`src/rtl/trap_pkg.sv`:
```
// Shared types and constants for the machine-mode trap entry/return sequencer.
package trap_pkg;
  typedef enum logic [2:0] {
    ST_IDLE      = 3'd0,
    ST_WAIT_SAFE = 3'd1,
    ST_SAVE      = 3'd2,
    ST_JUMP      = 3'd3,
    ST_MRET      = 3'd4
  } state_e;

  localparam logic [3:0] CAUSE_MEI = 4'd11;
  localparam logic [3:0] CAUSE_MTI = 4'd7;

  localparam logic [1:0] MTVEC_DIRECT   = 2'b00;
  localparam logic [1:0] MTVEC_VECTORED = 2'b01;

  typedef struct packed {
    logic ext;
    logic timer;
  } irq_req_t;

  function automatic logic [31:0] irq_mcause(input logic [3:0] code);
    return {1'b1, 27'b0, code};
  endfunction
endpackage

```
`src/rtl/trap_sequencer_if.sv`:
```
// Pipeline/CSR-side signal bundle of the trap sequencer.
interface trap_sequencer_if;
  logic        irq_ext, irq_timer, mstatus_mie, mie_meie, mie_mtie;
  logic        stall, br_taken, is_mret;
  logic [31:0] pc_kill, mtvec, mepc;
  logic        trap_flush, redirect_en, epc_we, cause_we, mie_clr, mie_set, busy;
  logic [31:0] redirect_pc, epc_wdata, cause_wdata;

  modport slave (
    input  irq_ext, irq_timer, mstatus_mie, mie_meie, mie_mtie,
           stall, br_taken, is_mret, pc_kill, mtvec, mepc,
    output trap_flush, redirect_en, redirect_pc, epc_we, epc_wdata,
           cause_we, cause_wdata, mie_clr, mie_set, busy
  );

  modport master (
    output irq_ext, irq_timer, mstatus_mie, mie_meie, mie_mtie,
           stall, br_taken, is_mret, pc_kill, mtvec, mepc,
    input  trap_flush, redirect_en, redirect_pc, epc_we, epc_wdata,
           cause_we, cause_wdata, mie_clr, mie_set, busy
  );
endinterface

```
`src/rtl/trap_sequencer_irq_priority_enc.sv`:
```
// Fixed-priority interrupt encoder: external beats timer.
module irq_priority_enc
  import trap_pkg::*;
(
  input  irq_req_t   req,
  output logic       valid,
  output logic [3:0] code
);
  always_comb begin
    valid = req.ext | req.timer;
    code  = 4'd0;
    if (req.ext)        code = CAUSE_MEI;
    else if (req.timer) code = CAUSE_MTI;
  end
endmodule

```
`src/rtl/trap_sequencer.sv`:
```
// Interrupt entry (wait for safe point, save, jump) and MRET return sequencer.
module trap_sequencer
  import trap_pkg::*;
(
  input logic             clk,
  input logic             rst,
  trap_sequencer_if.slave bus
);
  state_e      state, nxt;
  logic [31:0] epc;
  logic [3:0]  code;
  irq_req_t    req;
  logic        pending;
  logic [3:0]  enc_code;
  logic [31:0] base, jump_pc;

  assign req.ext   = bus.mstatus_mie & bus.irq_ext   & bus.mie_meie;
  assign req.timer = bus.mstatus_mie & bus.irq_timer & bus.mie_mtie;

  irq_priority_enc u_enc (.req(req), .valid(pending), .code(enc_code));

  always_ff @(posedge clk) begin
    if (rst) begin
      state <= ST_IDLE;
      epc   <= 32'd0;
      code  <= 4'd0;
    end else begin
      state <= nxt;
      if (state == ST_WAIT_SAFE && nxt == ST_SAVE) begin
        epc  <= bus.pc_kill;
        code <= enc_code;
      end
    end
  end

  // Only 01 selects vectored mode; 1x falls back to direct.
  assign base    = {bus.mtvec[31:2], 2'b00};
  assign jump_pc = (bus.mtvec[1:0] == MTVEC_VECTORED) ? base + {26'd0, code, 2'b00} : base;

  always_comb begin
    nxt             = state;
    bus.trap_flush  = 1'b0;
    bus.redirect_en = 1'b0;
    bus.redirect_pc = 32'd0;
    bus.epc_we      = 1'b0;
    bus.epc_wdata   = 32'd0;
    bus.cause_we    = 1'b0;
    bus.cause_wdata = 32'd0;
    bus.mie_clr     = 1'b0;
    bus.mie_set     = 1'b0;
    bus.busy        = (state != ST_IDLE);
    case (state)
      ST_IDLE: begin
        if (bus.is_mret) nxt = ST_MRET;
        else if (pending) nxt = ST_WAIT_SAFE;
      end
      ST_WAIT_SAFE: begin
        if (!pending) nxt = ST_IDLE;
        else if (!bus.stall && !bus.br_taken) nxt = ST_SAVE;
      end
      ST_SAVE: begin
        nxt             = ST_JUMP;
        bus.trap_flush  = 1'b1;
        bus.epc_we      = 1'b1;
        bus.epc_wdata   = epc;
        bus.cause_we    = 1'b1;
        bus.cause_wdata = irq_mcause(code);
        bus.mie_clr     = 1'b1;
      end
      ST_JUMP: begin
        nxt             = ST_IDLE;
        bus.trap_flush  = 1'b1;
        bus.redirect_en = 1'b1;
        bus.redirect_pc = jump_pc;
      end
      ST_MRET: begin
        nxt             = ST_IDLE;
        bus.trap_flush  = 1'b1;
        bus.redirect_en = 1'b1;
        bus.redirect_pc = bus.mepc;
        bus.mie_set     = 1'b1;
      end
      default: nxt = ST_IDLE;
    endcase
  end
endmodule

```
`src/flat_wrapper.sv`:
```
// flat-port wrapper written by rule: the top's interface ports become plain ports
module trap_sequencer_flat import trap_pkg::*;
  (clk, rst, bus_irq_ext, bus_irq_timer, bus_mstatus_mie, bus_mie_meie, bus_mie_mtie, bus_stall, bus_br_taken, bus_is_mret, bus_pc_kill, bus_mtvec, bus_mepc, bus_trap_flush, bus_redirect_en, bus_redirect_pc, bus_epc_we, bus_epc_wdata, bus_cause_we, bus_cause_wdata, bus_mie_clr, bus_mie_set, bus_busy);
  trap_sequencer_if bus_i ();
  input logic clk;
  input logic rst;
  input wire logic [$bits(bus_i.irq_ext)-1:0] bus_irq_ext;
  input wire logic [$bits(bus_i.irq_timer)-1:0] bus_irq_timer;
  input wire logic [$bits(bus_i.mstatus_mie)-1:0] bus_mstatus_mie;
  input wire logic [$bits(bus_i.mie_meie)-1:0] bus_mie_meie;
  input wire logic [$bits(bus_i.mie_mtie)-1:0] bus_mie_mtie;
  input wire logic [$bits(bus_i.stall)-1:0] bus_stall;
  input wire logic [$bits(bus_i.br_taken)-1:0] bus_br_taken;
  input wire logic [$bits(bus_i.is_mret)-1:0] bus_is_mret;
  input wire logic [$bits(bus_i.pc_kill)-1:0] bus_pc_kill;
  input wire logic [$bits(bus_i.mtvec)-1:0] bus_mtvec;
  input wire logic [$bits(bus_i.mepc)-1:0] bus_mepc;
  output wire logic [$bits(bus_i.trap_flush)-1:0] bus_trap_flush;
  output wire logic [$bits(bus_i.redirect_en)-1:0] bus_redirect_en;
  output wire logic [$bits(bus_i.redirect_pc)-1:0] bus_redirect_pc;
  output wire logic [$bits(bus_i.epc_we)-1:0] bus_epc_we;
  output wire logic [$bits(bus_i.epc_wdata)-1:0] bus_epc_wdata;
  output wire logic [$bits(bus_i.cause_we)-1:0] bus_cause_we;
  output wire logic [$bits(bus_i.cause_wdata)-1:0] bus_cause_wdata;
  output wire logic [$bits(bus_i.mie_clr)-1:0] bus_mie_clr;
  output wire logic [$bits(bus_i.mie_set)-1:0] bus_mie_set;
  output wire logic [$bits(bus_i.busy)-1:0] bus_busy;
  assign bus_i.irq_ext = bus_irq_ext;
  assign bus_i.irq_timer = bus_irq_timer;
  assign bus_i.mstatus_mie = bus_mstatus_mie;
  assign bus_i.mie_meie = bus_mie_meie;
  assign bus_i.mie_mtie = bus_mie_mtie;
  assign bus_i.stall = bus_stall;
  assign bus_i.br_taken = bus_br_taken;
  assign bus_i.is_mret = bus_is_mret;
  assign bus_i.pc_kill = bus_pc_kill;
  assign bus_i.mtvec = bus_mtvec;
  assign bus_i.mepc = bus_mepc;
  assign bus_trap_flush = bus_i.trap_flush;
  assign bus_redirect_en = bus_i.redirect_en;
  assign bus_redirect_pc = bus_i.redirect_pc;
  assign bus_epc_we = bus_i.epc_we;
  assign bus_epc_wdata = bus_i.epc_wdata;
  assign bus_cause_we = bus_i.cause_we;
  assign bus_cause_wdata = bus_i.cause_wdata;
  assign bus_mie_clr = bus_i.mie_clr;
  assign bus_mie_set = bus_i.mie_set;
  assign bus_busy = bus_i.busy;
  trap_sequencer u_core (.clk(clk), .rst(rst), .bus(bus_i));
endmodule
```
`config.mk`:
```
export PLATFORM = sky130hd
export DESIGN_NAME = trap_sequencer_flat
export DESIGN_NICKNAME = d
export VERILOG_FILES = /design/src/rtl/trap_pkg.sv /design/src/rtl/trap_sequencer_if.sv /design/src/rtl/trap_sequencer_irq_priority_enc.sv /design/src/rtl/trap_sequencer.sv /design/src/flat_wrapper.sv
export SDC_FILE = /design/constraint.sdc
export NUM_CORES = 1
export LEC_CHECK = 0
export CAP_MARGIN = 5
export CORE_ASPECT_RATIO = 0.9
export CORE_MARGIN = 5
export CORE_UTILIZATION = 30
export DETAILED_ROUTE_END_ITERATION = 8
export PLACE_DENSITY = 0.69
export SETUP_SLACK_MARGIN = 0.02
export SLEW_MARGIN = 20
export SYNTH_ARGS = -nofsm -noshare
export SYNTH_HDL_FRONTEND = slang
export SYNTH_SLANG_ARGS = --single-unit
```
`constraint.sdc`:
```
create_clock -name clk -period 3.5 [get_ports clk]
set_input_delay 0.525 -clock clk [delete_from_list [all_inputs] [get_ports clk]]
set_output_delay 0.525 -clock clk [all_outputs]
set_load 0.05 [all_outputs]
```
==> summary by stage <==
Status
The run finished with clean final reports.

Min path
The startpoint identified for the worst hold timing path is u_core.epc[20]. Counting instances, the worst hold path has a depth of 2. The worst hold path class is register to register. The end point of the worst hold path is u_core.epc[20].

Placed design
The HPWL reported at the end of detailed placement is 8.98 mm. The final weighted congestion in routability-driven placement is 0.788. Buffers placed on the I/O ports in this run total 181. The worst-case setup slack after placement is -81.2 ps.

Worst setup path
The nature of the critical path endpoint is an output pin. Traced cell by cell, the critical path runs through clkdlybuf4s50_1, and4_1, nand3_1, a2111oi_4, mux2i_1, o311ai_2, clkbuf_16. In this run the critical register-to-register path is launched from u_core.state[0]. The kind of cell adding the most delay to the critical path is buffers and inverters.

Data arrives at the worst endpoint at 2770 ps. The peak per-stage delay on the critical path is 550 ps. The number of buffers and inverters on the critical path is 2. The endpoint required time on the critical path is 2970 ps. The worst-path cell with the longest stage delay is sky130_fd_sc_hd__clkdlybuf4s50_1. For the worst flop-to-flop path, the logic depth is 5. The endpoint of the worst register-to-register path is u_core.epc[15]. The largest fanout of any net on the critical path is 6.

The critical path launch point type is an input port. Setup slack on the worst reg-to-reg path comes out at 1850 ps. The critical path class is input port to output pin.

Global route
Entering global routing, the biggest net connects 39 pins. In the global route stage, met1 resource usage came out at 19.6%. The total grt overflow is 0. The total track usage is 16.9%. The busiest metal layer after global routing is met2. Global routing used 7.44% of the available met3 tracks. The number of global-route vias before repair is 3423. The number of antenna violations at the first check in global routing is 0. The first-pass GRT wire length is 17.7 mm. The met2 routing resource usage after global routing is 28.8%.

Logic synthesis
Yosys printed 0 warnings. The library cell occupying the most area in the post-synthesis netlist is sky130_fd_sc_hd__dfxtp_1. In the post-synthesis netlist, the biggest area contributors are sky130_fd_sc_hd__dfxtp_1 24%, sky130_fd_sc_hd__mux2i_1 11%, sky130_fd_sc_hd__buf_4 7.7%, sky130_fd_sc_hd__and2_1 7.6%, sky130_fd_sc_hd__xnor2_1 6.7%. After synthesis, the largest area contributor takes up 24.2% of total cell area. The number of enable-type register cells in the synthesized netlist is 0. The cell area that synthesis handed to floorplanning was 3140 sq um.

In the synthesized netlist the dominant register cell turns out to be sky130_fd_sc_hd__dfxtp_1. Counting flops with an async set or reset pin after synthesis yields a share of 0%. The mean area per synthesized cell is 7.85 sq um. The instance count of the mapped netlist is 400. The most common cell in the synthesized netlist is sky130_fd_sc_hd__nor2_1. The sequential share of the synthesized area is 24.2%.

Sorting the synthesized cells by how often they occur yields 42 x sky130_fd_sc_hd__nor2_1, 40 x sky130_fd_sc_hd__nand2_1, 38 x sky130_fd_sc_hd__and2_1, 38 x sky130_fd_sc_hd__dfxtp_1, 35 x sky130_fd_sc_hd__mux2i_1. Synthesis inferred 38 register bits. Counting distinct cell types in the post-synthesis netlist gives 50.

Timing
The clock skew after layout is 1.77 ps. The smallest setup slack after layout is 203 ps. Dividing the final minimum period by the clock period gives 94.2%. The worst path needs 3300 ps of the cycle, external delays included. Setup repair after global routing left no endpoint under its margin. The number of hold-slack violations in the final timing report is 0. The max-slew violation count is 0.

In this run the tightest slew margin relative to its limit is 59.3%. The actual transition at the worst max-transition pin is 610 ps. Setup violations remaining at the end of the flow were counted as 0. The final hold slack is 488 ps. The highest clock frequency the design can meet is 303 MHz.

Routing
Dividing the detail-routed via count by the number of cells gives 4.74. In the final routed layout, each cell accounts on average for 16.0 microns. The detailed-route via count is 3332.

After detailed routing, the number of remaining DRC violations is 0. The detailed router finished its first iteration with 125 violations. The first detailed-routing pass ran for 4 iterations. The number of routed nets with antenna violations is 0. The final wirelength is 11.2 mm.

Power
The ratio of total power to cell area is 251 nW/um^2. The switching power share of the total is 29.9%. The maximum vdd ir drop is 0.309 mV.

The switching power is 0.000414 W. For this design the static power due to leakage is 2.25 nW. Sequential cells burn 31.6% of the power.

The clock network fraction of total power is 37.4%. The share of total power dissipated in combinational logic is 31.0%. The total internal power is 0.000968 W.

Clock tree
The clock tree root driver cell is sky130_fd_sc_hd__clkbuf_16. Clock latency on the worst-skew pair, taken at its later pin, is 280 ps. The number of buffers added for setup after CTS is 0. The clock sink count is 38.

The number of buffers on the longest clock path is 2. The clock tree from TritonCTS is yes. The count of hold-fix buffers inserted at cts is 0. The number of CTS-inserted buffers is 5. The H-tree depth is 2. After clock tree synthesis, the clock-pin slew on the worst setup and hold paths is 60 ps.

Layout
The number of nets at the end of the flow is 684. The filler cells instantiated in the layout total 958. The antenna diode instance count is 0.

The post-route netlist has 13.6% of its cells at a drive strength greater than 1. The area added between synthesis and finish is 75.3%. The final core utilization is 53.7%.

Floorplanning
Once the floorplan was initialized, standard cells occupied 30.6% of the core. The die is 107 microns tall. In this run the core area contains 35 standard-cell rows.

The count of pins on the block boundary is 209. From left edge to right edge, the die measures 118 microns. The die area is 12600 sq um.

The core region is 10200 sq um.

Job
The total of max-cap violations is 0.
worst max path at each step:
stage | start | endpoint | slack (ps) | cells past startpoint
finish | bus_mtvec[17] | bus_redirect_pc[26] | 200 | 7
global route | bus_mtvec[17] | bus_redirect_pc[26] | 80 | 7
CTS | bus_mtvec[2] | bus_redirect_pc[24] | 30 | 11
detailed placement | bus_mtvec[2] | bus_redirect_pc[14] | -80 | 11
global placement | bus_mtvec[2] | bus_redirect_pc[14] | -10 | 11
floorplan | bus_mtvec[2] | bus_redirect_pc[16] | 90 | 9
per-stage QoR:
stage | power [W] | setup TNS (ps) | cells | area (sq um)
after floorplan | 0.000668 | 0 | 426 | 3240
after global placement | 0.000871 | -32.3 | 695 | 5280
after detailed placement | 0.000872 | -255 | 695 | 5280
after CTS | 0.00140 | 0 | 703 | 5470
after global routing | 0.00144 | 0 | 703 | 5500
final | 0.00138 | 0 | 703 | 5500
layout by cell type (no fill, tap or decap), types with 2 or more instances in the layout:
master and count:
sky130_fd_sc_hd__a2111oi_2 2, sky130_fd_sc_hd__a2111oi_4 3, sky130_fd_sc_hd__a211oi_1 7, sky130_fd_sc_hd__a21oi_1 7, sky130_fd_sc_hd__a22o_1 2, sky130_fd_sc_hd__and2_1 38, sky130_fd_sc_hd__and3_1 7, sky130_fd_sc_hd__and4_1 2
sky130_fd_sc_hd__buf_12 29, sky130_fd_sc_hd__buf_4 12, sky130_fd_sc_hd__clkbuf_16 6, sky130_fd_sc_hd__clkdlybuf4s50_1 150, sky130_fd_sc_hd__clkinvlp_4 2, sky130_fd_sc_hd__conb_1 27, sky130_fd_sc_hd__dfxtp_1 38, sky130_fd_sc_hd__dlymetal6s2s_1 2
sky130_fd_sc_hd__ha_1 3, sky130_fd_sc_hd__inv_1 9, sky130_fd_sc_hd__mux2i_1 35, sky130_fd_sc_hd__nand2_1 40, sky130_fd_sc_hd__nand2b_1 2, sky130_fd_sc_hd__nand3_1 11, sky130_fd_sc_hd__nand4_1 3, sky130_fd_sc_hd__nor2_1 41
sky130_fd_sc_hd__nor2b_1 3, sky130_fd_sc_hd__nor3_1 7, sky130_fd_sc_hd__nor4_2 5, sky130_fd_sc_hd__o21ai_0 11, sky130_fd_sc_hd__o21ai_1 16, sky130_fd_sc_hd__o21ai_2 3, sky130_fd_sc_hd__xnor2_1 23
tightest hold or removal path: stages (launching register included):
cell	delay (ps)
sky130_fd_sc_hd__dfxtp_1	320
sky130_fd_sc_hd__mux2i_1	60
sky130_fd_sc_hd__nor2_1	70
metal layers:
metal	part of all wire [%]	wire length [microns]	vias up
met3	11	1290	10
li1	-	-	1642
met1	40	4490	1518
met2	47	5320	162
met4	1.1	127	0
met5	0	0	-
flip-flops by register name (all words and copies together), names as in the netlist:
signal / flops
u_core.code: 3
u_core.state: 3
u_core.epc: 32
final cells by class:
class,instances,area [sq um],area share (%)
clock buffer,5,125,2.27
clock inverter,3,45.0,0.819
inverter,10,37.5,0.682
multi-input combinational,323,2140,38.9
sequential,38,761,13.8
tap,129,161,2.93
timing repair buffer,195,2230,40.6
power groups by stage:
| stage | Sequential, W | Clock (W) | Combinational (W) |
|---|---|---|---|
| after global placement | 0.000446 | 0 | 0.000425 |
| after CTS | 0.000436 | 0.000529 | 0.000430 |
| after floorplan | 0.000445 | 0 | 0.000223 |
| after detailed placement | 0.000446 | 0 | 0.000426 |
| after global routing | 0.000436 | 0.000549 | 0.000451 |
| final | 0.000436 | 0.000517 | 0.000428 |
cell families after synthesis:
kind of cell,synth area share (%)
DFF,24.2
xor gates and xnor gates,6.98
other,0.120
adders and majority gates,2.23
AOI/OAI and AO/OA,13.8
muxes,11.2
buffers and inverters,12.1
and+or+nand+nor,29.4
repair_timing:
action | in CTS | in global routing
gates resized for setup | 7 | 7
setup endpoints to repair | 7 | 10
pin swaps | 4 | 5
cloned | 0 | 0
No activity file was read; power rests on OpenSTA's default activity.
